===== config.mk =====
export PLATFORM = sky130hd
export DESIGN_NAME = uart_axi_master
export DESIGN_NICKNAME = d
export VERILOG_FILES = /design/src/rtl/uart_axi_master.sv
export SDC_FILE = /design/constraint.sdc
export NUM_CORES = 1
export LEC_CHECK = 0
export CAP_MARGIN = 20
export CORE_ASPECT_RATIO = 1.2
export CORE_MARGIN = 5
export CORE_UTILIZATION = 48
export DETAILED_ROUTE_END_ITERATION = 10
export PLACE_DENSITY = 0.9
export SLEW_MARGIN = 20
export SYNTH_ARGS = -nofsm -noshare
export SYNTH_HDL_FRONTEND = slang
export SYNTH_SLANG_ARGS = --single-unit

===== constraint.sdc =====
create_clock -name clk -period 3.1 [get_ports clk]
set_clock_uncertainty 0.05 [all_clocks]
set_input_delay 0.93 -clock clk [delete_from_list [all_inputs] [get_ports clk]]
set_output_delay 0.93 -clock clk [all_outputs]
set_load 0.02 [all_outputs]

===== src/rtl/uart_axi_master.sv =====
// uart_axi_master
//   Host-debug bridge: parses command frames arriving from a UART receiver
//   and issues single 32-bit AXI4-Lite write or read transactions. A status
//   byte is returned through a UART transmitter interface. For reads, the
//   status byte is followed by the read data.
//
//   Frames (multi-byte fields MSB first):
//     write : 'W' (0x57), addr[31:0], data[31:0]
//     read  : 'R' (0x52), addr[31:0]
//   Reply: 'K' (0x4B) for an OKAY response, 'E' (0x45) otherwise.
//          Reads append 4 data bytes, which are sent even on error.
//
// Ports
//   clk, rst_n            clock; asynchronous active-low reset
//   rx_dv, rx_byte        received byte strobe and value
//   tx_dv, tx_byte        transmit request pulse; byte held until tx_done
//   tx_done               transmitter finished the current byte
//   m_axi_*               AXI4-Lite master port (single outstanding beat)
//   busy                  high whenever the FSM is not in IDLE
module uart_axi_master #(
    parameter int TIMEOUT_CLKS = 100000
) (
    input  logic        clk,
    input  logic        rst_n,
    input  logic        rx_dv,
    input  logic [7:0]  rx_byte,
    output logic        tx_dv,
    output logic [7:0]  tx_byte,
    input  logic        tx_done,
    output logic [31:0] m_axi_awaddr,
    output logic [2:0]  m_axi_awprot,
    output logic        m_axi_awvalid,
    input  logic        m_axi_awready,
    output logic [31:0] m_axi_wdata,
    output logic [3:0]  m_axi_wstrb,
    output logic        m_axi_wvalid,
    input  logic        m_axi_wready,
    input  logic [1:0]  m_axi_bresp,
    input  logic        m_axi_bvalid,
    output logic        m_axi_bready,
    output logic [31:0] m_axi_araddr,
    output logic [2:0]  m_axi_arprot,
    output logic        m_axi_arvalid,
    input  logic        m_axi_arready,
    input  logic [31:0] m_axi_rdata,
    input  logic [1:0]  m_axi_rresp,
    input  logic        m_axi_rvalid,
    output logic        m_axi_rready,
    output logic        busy
);
    localparam logic [7:0] CMD_WRITE = 8'h57;
    localparam logic [7:0] CMD_READ  = 8'h52;
    localparam logic [7:0] ST_OK     = 8'h4B;
    localparam logic [7:0] ST_ERR    = 8'h45;
    localparam int          TW           = $clog2(TIMEOUT_CLKS) + 1;
    localparam logic [TW-1:0] TIMEOUT_LAST = TW'(TIMEOUT_CLKS - 1);

    typedef enum logic [3:0] {
        IDLE, GET_ADDR, GET_DATA, WR_REQ, WR_RESP, RD_REQ, RD_RESP, SEND, WAIT_TX
    } state_t;

    state_t         state_reg;
    logic           is_read_reg;
    logic [1:0]     byte_cnt_reg;
    logic [TW-1:0]  timeout_cnt_reg;
    logic [31:0]    addr_reg;
    logic [31:0]    data_reg;      // write data, later reused as the read-data reply shifter
    logic [2:0]     remain_reg;    // reply bytes still to send after the current one

    assign m_axi_awaddr = addr_reg;
    assign m_axi_araddr = addr_reg;
    assign m_axi_wdata  = data_reg;
    assign m_axi_wstrb  = 4'hF;
    assign m_axi_awprot = 3'b000;
    assign m_axi_arprot = 3'b000;
    assign busy         = (state_reg != IDLE);

    // tx_dv is registered, so it is raised on the edge that enters SEND.
    // The single SEND cycle is therefore the tx_dv pulse cycle, and a
    // tx_done coinciding with it is never looked at.
    always_ff @(posedge clk or negedge rst_n) begin
        if (!rst_n) begin
            state_reg       <= IDLE;
            is_read_reg     <= 1'b0;
            byte_cnt_reg    <= 2'd0;
            timeout_cnt_reg <= '0;
            addr_reg        <= 32'd0;
            data_reg        <= 32'd0;
            remain_reg      <= 3'd0;
            tx_dv           <= 1'b0;
            tx_byte         <= 8'd0;
            m_axi_awvalid   <= 1'b0;
            m_axi_wvalid    <= 1'b0;
            m_axi_bready    <= 1'b0;
            m_axi_arvalid   <= 1'b0;
            m_axi_rready    <= 1'b0;
        end else begin
            tx_dv <= 1'b0;
            case (state_reg)
                IDLE: begin
                    if (rx_dv && (rx_byte == CMD_WRITE || rx_byte == CMD_READ)) begin
                        is_read_reg     <= (rx_byte == CMD_READ);
                        byte_cnt_reg    <= 2'd0;
                        timeout_cnt_reg <= '0;
                        state_reg       <= GET_ADDR;
                    end
                end
                GET_ADDR: begin
                    if (rx_dv) begin
                        addr_reg        <= {addr_reg[23:0], rx_byte};
                        byte_cnt_reg    <= byte_cnt_reg + 2'd1;  // wraps to 0 for GET_DATA
                        timeout_cnt_reg <= '0;
                        if (byte_cnt_reg == 2'd3) begin
                            if (is_read_reg) begin
                                m_axi_arvalid <= 1'b1;
                                state_reg     <= RD_REQ;
                            end else begin
                                state_reg     <= GET_DATA;
                            end
                        end
                    end else if (timeout_cnt_reg == TIMEOUT_LAST) begin
                        state_reg <= IDLE;
                    end else begin
                        timeout_cnt_reg <= timeout_cnt_reg + 1'b1;
                    end
                end
                GET_DATA: begin
                    if (rx_dv) begin
                        data_reg        <= {data_reg[23:0], rx_byte};
                        byte_cnt_reg    <= byte_cnt_reg + 2'd1;
                        timeout_cnt_reg <= '0;
                        if (byte_cnt_reg == 2'd3) begin
                            m_axi_awvalid <= 1'b1;
                            m_axi_wvalid  <= 1'b1;
                            state_reg     <= WR_REQ;
                        end
                    end else if (timeout_cnt_reg == TIMEOUT_LAST) begin
                        state_reg <= IDLE;
                    end else begin
                        timeout_cnt_reg <= timeout_cnt_reg + 1'b1;
                    end
                end
                WR_REQ: begin
                    // A channel counts as finished once its valid has dropped
                    // or it is handshaking now; this covers both orders and
                    // the same-cycle case with one test.
                    if (m_axi_awvalid && m_axi_awready) m_axi_awvalid <= 1'b0;
                    if (m_axi_wvalid && m_axi_wready)   m_axi_wvalid  <= 1'b0;
                    if ((!m_axi_awvalid || m_axi_awready) && (!m_axi_wvalid || m_axi_wready)) begin
                        m_axi_bready <= 1'b1;
                        state_reg    <= WR_RESP;
                    end
                end
                WR_RESP: begin
                    if (m_axi_bvalid) begin
                        m_axi_bready <= 1'b0;
                        tx_byte      <= (m_axi_bresp == 2'b00) ? ST_OK : ST_ERR;
                        tx_dv        <= 1'b1;
                        remain_reg   <= 3'd0;
                        state_reg    <= SEND;
                    end
                end
                RD_REQ: begin
                    if (m_axi_arready) begin
                        m_axi_arvalid <= 1'b0;
                        m_axi_rready  <= 1'b1;
                        state_reg     <= RD_RESP;
                    end
                end
                RD_RESP: begin
                    if (m_axi_rvalid) begin
                        m_axi_rready <= 1'b0;
                        data_reg     <= m_axi_rdata;
                        tx_byte      <= (m_axi_rresp == 2'b00) ? ST_OK : ST_ERR;
                        tx_dv        <= 1'b1;
                        remain_reg   <= 3'd4;
                        state_reg    <= SEND;
                    end
                end
                SEND: begin
                    state_reg <= WAIT_TX;
                end
                WAIT_TX: begin
                    if (tx_done) begin
                        if (remain_reg != 3'd0) begin
                            tx_byte    <= data_reg[31:24];
                            data_reg   <= {data_reg[23:0], 8'h00};
                            remain_reg <= remain_reg - 3'd1;
                            tx_dv      <= 1'b1;
                            state_reg  <= SEND;
                        end else begin
                            state_reg  <= IDLE;
                        end
                    end
                end
                default: state_reg <= IDLE;
            endcase
        end
    end
endmodule

==> results.ini <==
[yosys]
ys_ff_latch=106
synth_compound_area_share_pct=11.8
ys_seq_area_share_pct=46.2
synthAdderAreaFrac_pct=0.871
avgSynthCellArea_um2=9.77
yosysTopAreaCell=dfrtp_1
synthTopCellsByArea=dfrtp_1, mux2_2, nand2_1
synth_ff_type=dfrtp_1
synthMuxAreaShare_pct=12.2
ys_types=59
synth_edf_count=0
netlist_instances=588
synth_top_area_share_pct=46.2
synth_top_family_by_area=simple AND/OR/NAND/NOR gates
synthesis.area_mm2=0.00575
ys_async_sr_fraction_pct=100
synthXorXnorAreaFrac_pct=0.305
yosysWarnings=0
synth-simple-area-share_pct=19.1

[min_path]
hold_class=reg -> reg
holdCritStartpoint=remain_reg[0]

[timing]
fin_crit_sh_pct=90.2
max_slew.worst_pin.slew_ps=679
period_minus_slack_ps=2800
rsz0062_at_grt=no
relSlewSlack_pct=54.8
timing.fmax_ghz=0.357
hold_viol=0
fin_ws_ps=303
slew_viol_final=0
setup_viol=0

[clock_tree]
clk-insertion-delay-late_ps=350
clkTransAtPathRegs_ps=60
cts_tree=yes
cts_buffers=9
h-tree-depth=3
clockBufferDepth=2
holdBufCountCts=0
clkSinkCount=106
cts-root-buf=clkbuf_16

[detailed_routing]
via_per_inst=5.72
routedWlPerCell_um=19.5
route.detailed.drc=0
vias=5055
ant_nets=0
routed_wl_um=17200
drt-pass1-iter-count=5
first_iter_violations=506

[placement]
portBuffers=163
hpwl_um=12600
place_ws_ps=-35.5
gp_congestion=0.951
place_area_mm2=0.00736

[worst_setup_path]
crit_chain=clkdlybuf4s50_1 -> or3b_1 -> nor2_2 -> nor3_1 -> a211oi_4 -> buf_12 -> mux2_2
critPathMaxFanout=32
r2r_start=state_reg[1]
max_stage_delay_ps=550
crit_start=rx_dv
cp.required_ps=3280
crit_buf_inv=2
crit_slowest_cell=clkdlybuf4s50_1
setup.worst_path.class=in -> reg
crit_family=buffers and inverters
end_kind=register
arrival_ps=2980
start_kind=primary input

[final_layout]
final_cell_mix=clkdlybuf4s50_1, nand2_1, dfrtp_1
num_antenna_cells=0
drive_gt1_share_pct=15.6
mostFrequentLayoutCell=clkdlybuf4s50_1
syn_to_final_growth_pct=34.3
stdcell_area_mm2=0.00771
fill_cells=796
fin_nets=778

[power]
p_leak_nw=3.34
intPower_w=0.00480
irDropWorstVdd_v=0.000478
power.total_w=0.00808
clock_power_share_pct=16.4
switching_share_pct=40.7
p_comb_share_pct=53.8
p_seq_share_pct=29.8
p_sw_w=0.00329
power.density_mw_per_mm2=1050

[floorplanning]
die_w_um=110
die_y_um=130
rows=43
io_pins=174
die_area_mm2=0.0143
start_util_pct=49.4
core_mm2=0.0116

[global_route]
antenna_found_initial=0
grt_use_total_pct=23.8
grt_pass1_vias=4905
grt_start_max_net_pins=52
grt_pass1_wl_um=26500
grt-ovfl-total=0

[job]
drv_cap=0

[run_status]
status=finished, final reports clean

-- power by group through the flow --
stage	Clock (W)	Sequential, W	Combinational [W]
5_1_grt	0.00139	0.00248	0.00460
2_1_floorplan	0	0.00282	0.00216
3_5_place_dp	0	0.00241	0.00433
4_1_cts	0.00133	0.00240	0.00436
3_3_place_gp	0	0.00236	0.00417
6_report	0.00133	0.00241	0.00435
-- synth_stat cells (9+ instances only) --
cell and count:
dfrtp_1 106, or4_1 13, inv_1 13, o31ai_1 16
clkbuf_1 14, mux2_2 53, nor2_1 22, nand2_1 133
a21boi_1 9, nand3_1 14, buf_4 44, a21oi_1 15
o21ai_0 16
-- layout make-up --
cell class	instances	area (um^2)	share of cell area, %
Timing Repair Buffer	187	1870	24.3
Clock inverter	6	111	1.44
Tap cell	157	196	2.55
Clock buffer	10	239	3.10
Sequential cell	106	2650	34.4
Multi-Input combinational cell	403	2590	33.5
Inverter	14	52.6	0.681
-- cells by family after synthesis --
group                      after synthesis
other                                    2
buffers and inverters                   87
and+or+nand+nor                        229
muxes                                   63
adders and majority gates                4
xor gates and xnor gates                 2
AOI/OAI and AO/OA                       95
DFF                                    106
-- stage by stage --
| step | setup TNS [ps] | hold slack [ps] | cells | utilization [%] |
|---|---|---|---|---|
| after global placement | 0 | 418 | 867 | 63.3 |
| after CTS | 0 | 452 | 883 | 66.4 |
| after detailed placement | -236 | 439 | 867 | 63.3 |
| after global routing | 0 | 474 | 883 | 66.4 |
| final | 0 | 448 | 883 | 66.4 |
| after floorplan | 0 | 404 | 596 | - |
-- worst reg2reg max path, delay by kind of cell, from the launching register on --
| kind | cells | cell delay, ps |
|---|---|---|
| flip-flops | 1 | 370 |
| multiplexers | 1 | 350 |
| AO/OA/AOI/OAI | 2 | 400 |
| AND/OR/NAND/NOR | 1 | 770 |
| buffers and inverters | 2 | 400 |
-- timing repair --
action	in CTS	in global routing
setup endpoints to repair	0	1
buffers inserted	0	0
gates resized for setup	0	1
-- worst paths after layout --
check / to / slack (ps) / cells past startpoint
worst max-delay path: m_axi_wdata[7] / 300 / 7
worst min-delay path: remain_reg[0] / 450 / 1
worst max register to register: m_axi_wdata[9] / 660 / 6
worst min register to register: remain_reg[0] / 450 / 1
max in group asynchronous: m_axi_wdata[22] / 1670 / 2
min in group asynchronous: m_axi_wdata[19] / 560 / 1
-- metal layers --
layer	track usage, %	wire (um)	vias up	share of wire, %
met1	29.1	6290	2440	37
li1	-	-	2274	-
met3	5.54	1560	48	9.1
met2	40.4	8760	293	51
met5	0	0	-	0
met4	9.90	574	0	3.3
(Power assumes the default switching activity.)
